## src/rtl/mem_access_pkg.sv

```systemverilog
// Shared definitions for the memory-access stage: FSM state encoding and the
// default number of cycles an access may spend in REQ+WAIT before it is
// abandoned with a bus error.
package mem_access_pkg;

    typedef enum logic [1:0] {
        ST_IDLE = 2'd0,
        ST_REQ  = 2'd1,
        ST_WAIT = 2'd2
    } state_e;

    localparam int TIMEOUT_DEFAULT = 16;

endpackage

```

## src/rtl/mem_timeout_cnt.sv

```systemverilog
// Access timeout counter.
//   clk, rst : clock and synchronous active-high reset
//   clear    : zero the count (takes priority over enable)
//   enable   : count up by one this cycle
//   done     : count has reached TIMEOUT-1
module mem_timeout_cnt
    import mem_access_pkg::*;
#(
    parameter int TIMEOUT = TIMEOUT_DEFAULT
) (
    input  logic clk,
    input  logic rst,
    input  logic clear,
    input  logic enable,
    output logic done
);

    localparam int CW = (TIMEOUT > 2) ? $clog2(TIMEOUT) : 1;

    logic [CW-1:0] count_q;
    logic [CW-1:0] count_d;

    always_comb begin
        count_d = count_q;
        if (clear) begin
            count_d = '0;
        end else if (enable) begin
            count_d = count_q + CW'(1);
        end
    end

    always_ff @(posedge clk) begin
        if (rst) begin
            count_q <= '0;
        end else begin
            count_q <= count_d;
        end
    end

    assign done = (count_q == CW'(TIMEOUT - 1));

endmodule

```

## src/rtl/mem_access.sv

```systemverilog
// Memory-access stage of the CPU pipeline. Accepts one op at a time from the
// execute stage, performs a data-memory load/store through a req/gnt/rvalid
// handshake when needed, and emits a registered one-cycle writeback bundle.
//   ex_*            : op handshake from execute (ready only while idle)
//   write_*/mm_*    : op contents, latched on accept
//   dmem_*          : data-memory request/response
//   wb_*            : writeback bundle, wb_valid_o pulses once per op
//   addr_err_o      : misaligned or load+store op, qualified by wb_valid_o
//   bus_err_o       : memory did not complete within TIMEOUT cycles
module mem_access
    import mem_access_pkg::*;
#(
    parameter int TIMEOUT = TIMEOUT_DEFAULT
) (
    input  logic        clk,
    input  logic        rst,
    input  logic        ex_valid_i,
    output logic        ex_ready_o,
    input  logic [4:0]  write_r_i,
    input  logic        write_en_i,
    input  logic [31:0] write_data_i,
    input  logic        read_mm_i,
    input  logic        write_mm_i,
    input  logic [31:0] mm_addr_i,
    input  logic [31:0] store_data_i,
    output logic        dmem_req_o,
    output logic        dmem_we_o,
    output logic [31:0] dmem_addr_o,
    output logic [31:0] dmem_wdata_o,
    input  logic        dmem_gnt_i,
    input  logic        dmem_rvalid_i,
    input  logic [31:0] dmem_rdata_i,
    output logic        wb_valid_o,
    output logic [4:0]  wb_write_r_o,
    output logic        wb_write_en_o,
    output logic [31:0] wb_write_data_o,
    output logic        addr_err_o,
    output logic        bus_err_o
);

    state_e      state_q, state_d;
    logic        dmem_req_q, dmem_req_d;
    logic        dmem_we_q, dmem_we_d;
    logic [31:0] dmem_addr_q, dmem_addr_d;
    logic [31:0] dmem_wdata_q, dmem_wdata_d;
    logic [4:0]  wr_r_q, wr_r_d;
    logic        wr_en_q, wr_en_d;
    logic [31:0] wr_data_q, wr_data_d;
    logic        wb_valid_q, wb_valid_d;
    logic [4:0]  wb_write_r_q, wb_write_r_d;
    logic        wb_write_en_q, wb_write_en_d;
    logic [31:0] wb_write_data_q, wb_write_data_d;
    logic        addr_err_q, addr_err_d;
    logic        bus_err_q, bus_err_d;

    logic cnt_clear, cnt_en, cnt_done;
    logic is_mem, addr_bad;

    assign is_mem   = read_mm_i | write_mm_i;
    assign addr_bad = is_mem && ((mm_addr_i[1:0] != 2'b00) || (read_mm_i && write_mm_i));

    mem_timeout_cnt #(.TIMEOUT(TIMEOUT)) u_timeout (
        .clk    (clk),
        .rst    (rst),
        .clear  (cnt_clear),
        .enable (cnt_en),
        .done   (cnt_done)
    );

    always_comb begin
        state_d         = state_q;
        dmem_req_d      = dmem_req_q;
        dmem_we_d       = dmem_we_q;
        dmem_addr_d     = dmem_addr_q;
        dmem_wdata_d    = dmem_wdata_q;
        wr_r_d          = wr_r_q;
        wr_en_d         = wr_en_q;
        wr_data_d       = wr_data_q;
        wb_valid_d      = 1'b0;
        wb_write_r_d    = wb_write_r_q;
        wb_write_en_d   = wb_write_en_q;
        wb_write_data_d = wb_write_data_q;
        addr_err_d      = addr_err_q;
        bus_err_d       = bus_err_q;
        cnt_clear       = 1'b0;
        cnt_en          = 1'b0;

        case (state_q)
            ST_IDLE: begin
                if (ex_valid_i) begin
                    wr_r_d       = write_r_i;
                    wr_en_d      = write_en_i;
                    wr_data_d    = write_data_i;
                    dmem_addr_d  = mm_addr_i;
                    dmem_wdata_d = store_data_i;
                    dmem_we_d    = write_mm_i;
                    if (!is_mem || addr_bad) begin
                        // Resolved without touching memory: write back next cycle.
                        wb_valid_d      = 1'b1;
                        wb_write_r_d    = write_r_i;
                        wb_write_en_d   = !is_mem && write_en_i && (write_r_i != 5'd0);
                        wb_write_data_d = write_data_i;
                        addr_err_d      = addr_bad;
                        bus_err_d       = 1'b0;
                    end else begin
                        state_d    = ST_REQ;
                        dmem_req_d = 1'b1;
                        cnt_clear  = 1'b1;
                    end
                end
            end
            ST_REQ: begin
                cnt_en = 1'b1;
                // Timeout takes priority over a grant in the final REQ cycle.
                if (cnt_done) begin
                    state_d         = ST_IDLE;
                    dmem_req_d      = 1'b0;
                    wb_valid_d      = 1'b1;
                    wb_write_r_d    = wr_r_q;
                    wb_write_en_d   = 1'b0;
                    wb_write_data_d = wr_data_q;
                    addr_err_d      = 1'b0;
                    bus_err_d       = 1'b1;
                end else if (dmem_gnt_i) begin
                    state_d    = ST_WAIT;
                    dmem_req_d = 1'b0;
                end
            end
            ST_WAIT: begin
                cnt_en = 1'b1;
                // A response in the timeout cycle still completes normally.
                if (dmem_rvalid_i) begin
                    state_d         = ST_IDLE;
                    wb_valid_d      = 1'b1;
                    wb_write_r_d    = wr_r_q;
                    wb_write_en_d   = !dmem_we_q && wr_en_q && (wr_r_q != 5'd0);
                    wb_write_data_d = dmem_we_q ? wr_data_q : dmem_rdata_i;
                    addr_err_d      = 1'b0;
                    bus_err_d       = 1'b0;
                end else if (cnt_done) begin
                    state_d         = ST_IDLE;
                    wb_valid_d      = 1'b1;
                    wb_write_r_d    = wr_r_q;
                    wb_write_en_d   = 1'b0;
                    wb_write_data_d = wr_data_q;
                    addr_err_d      = 1'b0;
                    bus_err_d       = 1'b1;
                end
            end
            default: begin
                state_d    = ST_IDLE;
                dmem_req_d = 1'b0;
            end
        endcase
    end

    always_ff @(posedge clk) begin
        if (rst) begin
            state_q         <= ST_IDLE;
            dmem_req_q      <= 1'b0;
            dmem_we_q       <= 1'b0;
            dmem_addr_q     <= '0;
            dmem_wdata_q    <= '0;
            wb_valid_q      <= 1'b0;
            wb_write_r_q    <= '0;
            wb_write_en_q   <= 1'b0;
            wb_write_data_q <= '0;
            addr_err_q      <= 1'b0;
            bus_err_q       <= 1'b0;
        end else begin
            state_q         <= state_d;
            dmem_req_q      <= dmem_req_d;
            dmem_we_q       <= dmem_we_d;
            dmem_addr_q     <= dmem_addr_d;
            dmem_wdata_q    <= dmem_wdata_d;
            wb_valid_q      <= wb_valid_d;
            wb_write_r_q    <= wb_write_r_d;
            wb_write_en_q   <= wb_write_en_d;
            wb_write_data_q <= wb_write_data_d;
            addr_err_q      <= addr_err_d;
            bus_err_q       <= bus_err_d;
        end
    end

    // Op fields are only consumed after an accept, so they need no reset.
    always_ff @(posedge clk) begin
        wr_r_q    <= wr_r_d;
        wr_en_q   <= wr_en_d;
        wr_data_q <= wr_data_d;
    end

    assign ex_ready_o      = (state_q == ST_IDLE);
    assign dmem_req_o      = dmem_req_q;
    assign dmem_we_o       = dmem_we_q;
    assign dmem_addr_o     = dmem_addr_q;
    assign dmem_wdata_o    = dmem_wdata_q;
    assign wb_valid_o      = wb_valid_q;
    assign wb_write_r_o    = wb_write_r_q;
    assign wb_write_en_o   = wb_write_en_q;
    assign wb_write_data_o = wb_write_data_q;
    assign addr_err_o      = addr_err_q;
    assign bus_err_o       = bus_err_q;

endmodule
```

## config.mk

```make
export PLATFORM = sky130hd
export DESIGN_NAME = mem_access
export DESIGN_NICKNAME = d
export VERILOG_FILES = /design/src/rtl/mem_access_pkg.sv /design/src/rtl/mem_timeout_cnt.sv /design/src/rtl/mem_access.sv
export SDC_FILE = /design/constraint.sdc
export NUM_CORES = 1
export LEC_CHECK = 0
export ABC_AREA = 1
export BUFFER_PORTS_ARGS = -buffer_cell sky130_fd_sc_hd__buf_2
export CAP_MARGIN = 5
export CORE_UTILIZATION = 33
export CTS_CLUSTER_SIZE = 28
export DETAILED_ROUTE_END_ITERATION = 10
export PLACE_DENSITY = 0.56
export SETUP_SLACK_MARGIN = 0.3
export SYNTH_ARGS = -nofsm -noshare
export SYNTH_HDL_FRONTEND = slang
export SYNTH_HIERARCHICAL = 1
export SYNTH_SLANG_ARGS = --single-unit
```

## constraint.sdc

```tcl
create_clock -name clk -period 3.9 [get_ports clk]
set_input_delay 0.78 -clock clk [delete_from_list [all_inputs] [get_ports clk]]
set_output_delay 0.78 -clock clk [all_outputs]
set_load 0.01 [all_outputs]
```

-- Word-level counts from Yosys, hierarchy flattened
Cells that the tools add are included.
- add/subtract/negate cells: 1
- eq/ne operators: 8
- muxes and demuxes: 47
- bitwise gates (word level): 2
- reductions and logical operators: 21
- operators by type and width (operator ; count):
    $mux 32 ; 5
    $pmux 32 s3 ; 1
    $mux 1 ; 24
    $mux 5 ; 4
    $pmux 1 s3 ; 5
    $pmux 5 s3 ; 1
    $mux 2 ; 6
    $reduce_bool 5->1 ; 2
    $reduce_and 4->1 ; 2
    $logic_and 1x1->1 ; 6
    $ne 3x3->1 const B ; 2
    $pmux 2 s3 ; 1
    $add 4x1->4 const B ; 1
    $eq 4x4->1 const B ; 1
    $ne 2x2->1 const B ; 2
    $reduce_or 2->1 ; 2
    $reduce_and 3->1 ; 1
    $reduce_bool 3->1 ; 1
    $eq 2x1->1 const B ; 1
    $eq 2x2->1 const B ; 1
    $logic_not 1->1 ; 2
    $logic_not 2->1 ; 1
    $logic_or 1x1->1 ; 2
    $ne 2x1->1 const B ; 1
    4 further kinds ; 4
- bits in registers: 151
- input bits: 141
- output and inout port bits: 108
- word-level logic and storage cells: 94

-- Logic depth before layout (Yosys ltp)
- word-level depth: 8
- mapped depth: 11

-- Cells and area by module
The synthesis kept the hierarchy.
- modules (own cells, without submodules) (module ; times used ; cells an instance ; area an instance (µm²) ; seq. area each (µm²)):
    mem_access ; 1 ; 967 ; 6966.7 ; 3323.2
    mem_timeout_cnt ; 1 ; 23 ; 172.7 ; 80.1

-- Worst setup path after synthesis
Ideal clock, no wire load.
- path type: input to register
- from: input port ex_valid_i
- to: register wr_data_q[0] (enable)
- data arrival time: 1524 ps
- slack: 1995 ps
- stages on the path: 3
- path buffers: 1
- cells stage by stage: nand2_1 > inv_2 > buf_2
- word-level cells in the longest chain between the ends: 1
- RTL lines (what ; line ; RTL):
    start, declared ; mem_access.sv:17 ; input logic ex_valid_i,
    $reduce_and 2->1 (no source line) ; - ;
    end signal, assigned ; mem_access.sv:189 ; wr_data_q <= wr_data_d;
    end, declared ; mem_access.sv:48 ; logic [31:0] wr_data_q, wr_data_d;
Every way passes these cells.
A chain may end at the register's enable or synchronous reset.

-- Final worst setup path
- from: register dmem_we_q (netlist: dmem_we_o)
- to: output port dmem_we_o
- RTL lines (what ; line ; RTL):
    start, declared ; mem_access.sv:43 ; logic dmem_we_q, dmem_we_d;
    start signal, assigned ; mem_access.sv:173 ; dmem_we_q <= dmem_we_d;
    end, declared ; mem_access.sv:27 ; output logic dmem_we_o,
No word-level cell between the ends.

==> impl_results.md <==
* First-pass GRT wire length at 33,900 µm
* Hold Crit Class: reg -> reg
* Die width at 149 µm
* Synth cell types at 25
* GR Overflow Total at 0
* VDD IR max at 0.329 mV
* Die area at 22,200 µm²
* Final setup fails at 0
* Vias in the first global route at 6,518
* RSZ-0062 raised after global routing: no
* Post-cts hold buffer count at 0
* Worst Path Arrival at 1.63 ns
* PortBufs at 248
* Layout cells sized above 1 at 26.7%
* Clock sink count at 151
* Vias/cell at 4.71
* I/O pin cnt at 249
* WL final at 21,600 µm
* Root buf cell: clkbuf_16
* DRT antenna net count at 0
* Combinational fraction of design power at 35.9%
* Sequential share of power at 38.3%
* Fin. Hold Viols at 0
* Mapped cell area at 7140 µm²
* Total power at 6.33 mW
* Biggest area consumer among synthesized cells: dfxtp_1
* Crit share post-route at 61.9%
* CTS buffer count at 17
* Via Count at 7,036
* P&R area growth vs syn at 26.8%
* Critical-path top delay cell: dfxtp_1
* Power Density at 699 nW/µm²
* CP Cell Sequence: buf_4 > buf_2
* Max incr delay on CP at 0.64 ns
* Setup total negative slack at 0 ns
* Mean Syn Cell Area at 7.21 µm²
* Final HPWL DP at 14,500 µm
* Net Sw Frac at 39.7%
* Post-synthesis sequential area ratio at 47.7%
* Leak Pwr at 4.29 nW
* Die height at 149 µm
* Startpoint types: flop
* CTS tree: done
* Initial antenna violation count at 1
* Final #Nets at 1,351
* Largest net degree at the start of global routing at 68
* Synth top area share at 31.7%
* Synth area leaders: dfxtp_1 32%, edfxtp_1 16%, nor2_1 14%
* Core Region at 21,100 µm²
* Clk pwr share at 25.8%
* Post-synthesis register bit count at 151
* # rows at 53
* H-tree Lvls at 4
* Last weighted congestion value of the routability-driven placer at 0.772
* Gr usage total at 19.6%
* Post-layout util at 42.9%
* Worst rel slew slack at 33.5%
* Crit Path Category: reg -> out
* Fin crit period at 2.41 ns
* Setup bufs post-CTS at 0
* Status: finished, final reports clean
* Peak fanout along the critical path at 24
* Net Sw Power at 2.51 mW
* Max-cap viol count at 0
* Slew @ Worst Pin at 0.996 ns
* Drt wl/cell at 14.4 µm
* Worst Setup End Kind: output pin
* Synth warn at 6
* Initial DRC count at 341
* Clk_lat worst skew at 0.42 ns
* Initial Util at 33.9%
* Drt pass-1 iters at 5
* Cells after Synth at 990
* Syn Nets at 1,136
* Residual DRC at 0
* Slew Limit Fails at 0
* Filler instances at 2,248
* Pint at 3.82 mW
* Antenna diode count at 0
* Clk_skew at 0.0115 ns
* Peak Freq at 0.414 GHz
* Post-cts sizing count at 0
* Clk slew on worst S/H paths at 0.06 ns
* WP data required at 3.12 ns
* Clk buf depth at 2
-- state kept, by name, indices dropped and copies added, names as in the netlist, 2 cells and up --
| register | flops |
|---|---|
| u_timeout/count_q | 4 |
| wb_write_data_o | 32 |
| wr_data_q | 32 |
| state_q | 2 |
| dmem_addr_o | 32 |
| dmem_wdata_o | 32 |
| wb_write_r_o | 5 |
| wr_r_q | 5 |
-- cells by family after synthesis --
group	Yosys count	synth area share, %
and+or+nand+nor	549	30.9
adders and majority gates	5	0.876
AOI/OAI and AO/OA	159	12.3
DFF	151	47.7
buffers and inverters	126	8.22
-- critical path, delay by kind of cell, from the launching register on --
family	cells	cell delay, ns
buf+inv	2	0.56
flops	1	0.64
-- power groups by stage --
stage	clock (mW)	sequential [mW]	combinational, mW
floorplan	0	2.59	1.32
global placement	0	2.44	2.29
detailed placement	0	2.45	2.30
CTS	1.68	2.43	2.30
global route	1.74	2.49	2.59
finish	1.63	2.42	2.27
-- cell usage in the layout, fill, tap and decap left out, types with 10 or more instances in the layout --
| cell type | instances |
|---|---|
| a21oi_1 | 16 |
| buf_2 | 248 |
| buf_4 | 10 |
| clkbuf_16 | 18 |
| dfxtp_1 | 113 |
| edfxtp_1 | 38 |
| inv_1 | 57 |
| nand2_1 | 202 |
| nand3_1 | 41 |
| nor2_1 | 269 |
| nor2_2 | 23 |
| o211ai_1 | 32 |
| o21ai_0 | 98 |
| o21ai_1 | 10 |
-- final timing paths --
check | depth (start not counted) | slack (ns) | to | from
worst min-delay path | 2 | 0.47 | dmem_req_o$_SDFFE_PP0P_ | dmem_req_o$_SDFFE_PP0P_
worst max-delay path | 2 | 1.49 | dmem_we_o | dmem_we_o$_SDFFE_PP0P_
worst min register to register | 2 | 0.47 | dmem_req_o$_SDFFE_PP0P_ | dmem_req_o$_SDFFE_PP0P_
worst max register to register | 8 | 1.53 | wb_write_data_o[8]$_SDFFE_PP0P_ | u_timeout/count_q[0]$_SDFFE_PP0P_
-- synthesized netlist by cell type --
master and instances:
nor2_1 269, nand2_1 203, dfxtp_1 113, o21ai_0 98, inv_1 58, nand3_1 41, edfxtp_1 38, o211ai_1 32
nor2_2 23, buf_2 22, clkbuf_1 21, a21oi_1 16, buf_4 13, o21ai_1 10, buf_6 5, ha_1 5
inv_2 5, nand4_1 5, nor3_1 4, a31oi_1 3, buf_1 2, and3_1 1, nand2_2 1, nand3_2 1
nand4_2 1
-- area by class of cell --
type	instances	area, µm²	area share, %
flip-flops and latches	151	3400	37.6
clock buffers	19	454	5.02
multi-input cells	713	3160	34.8
well taps	275	344	3.80
repair buffers	259	1340	14.8
inverters	63	239	2.64
clock inverters	13	124	1.37
-- per-layer routing --
metal / wire, µm / up-vias / share of wire (%) / GRT usage [%]
met1: 9740 / 3188 / 45 / 24.9
li1: - / 3603 / - / -
met5: 0 / - / 0 / 0
met4: 240 / 0 / 1.1 / 5.66
met3: 1880 / 15 / 8.7 / 6.30
met2: 9690 / 230 / 45 / 31.6
-- per-stage QoR --
step / cells / cell area, µm² / hold slack (ns) / setup slack [ns]
finish: 1493 / 9060 / 0.468 / 1.49
global route: 1493 / 9060 / 0.501 / 1.25
CTS: 1493 / 9060 / 0.477 / 1.44
detailed placement: 1461 / 8480 / 0.460 / 1.16
global placement: 1461 / 8480 / 0.449 / 1.22
floorplan: 990 / 7140 / 0.448 / 1.99
(Power assumes the default switching activity.)
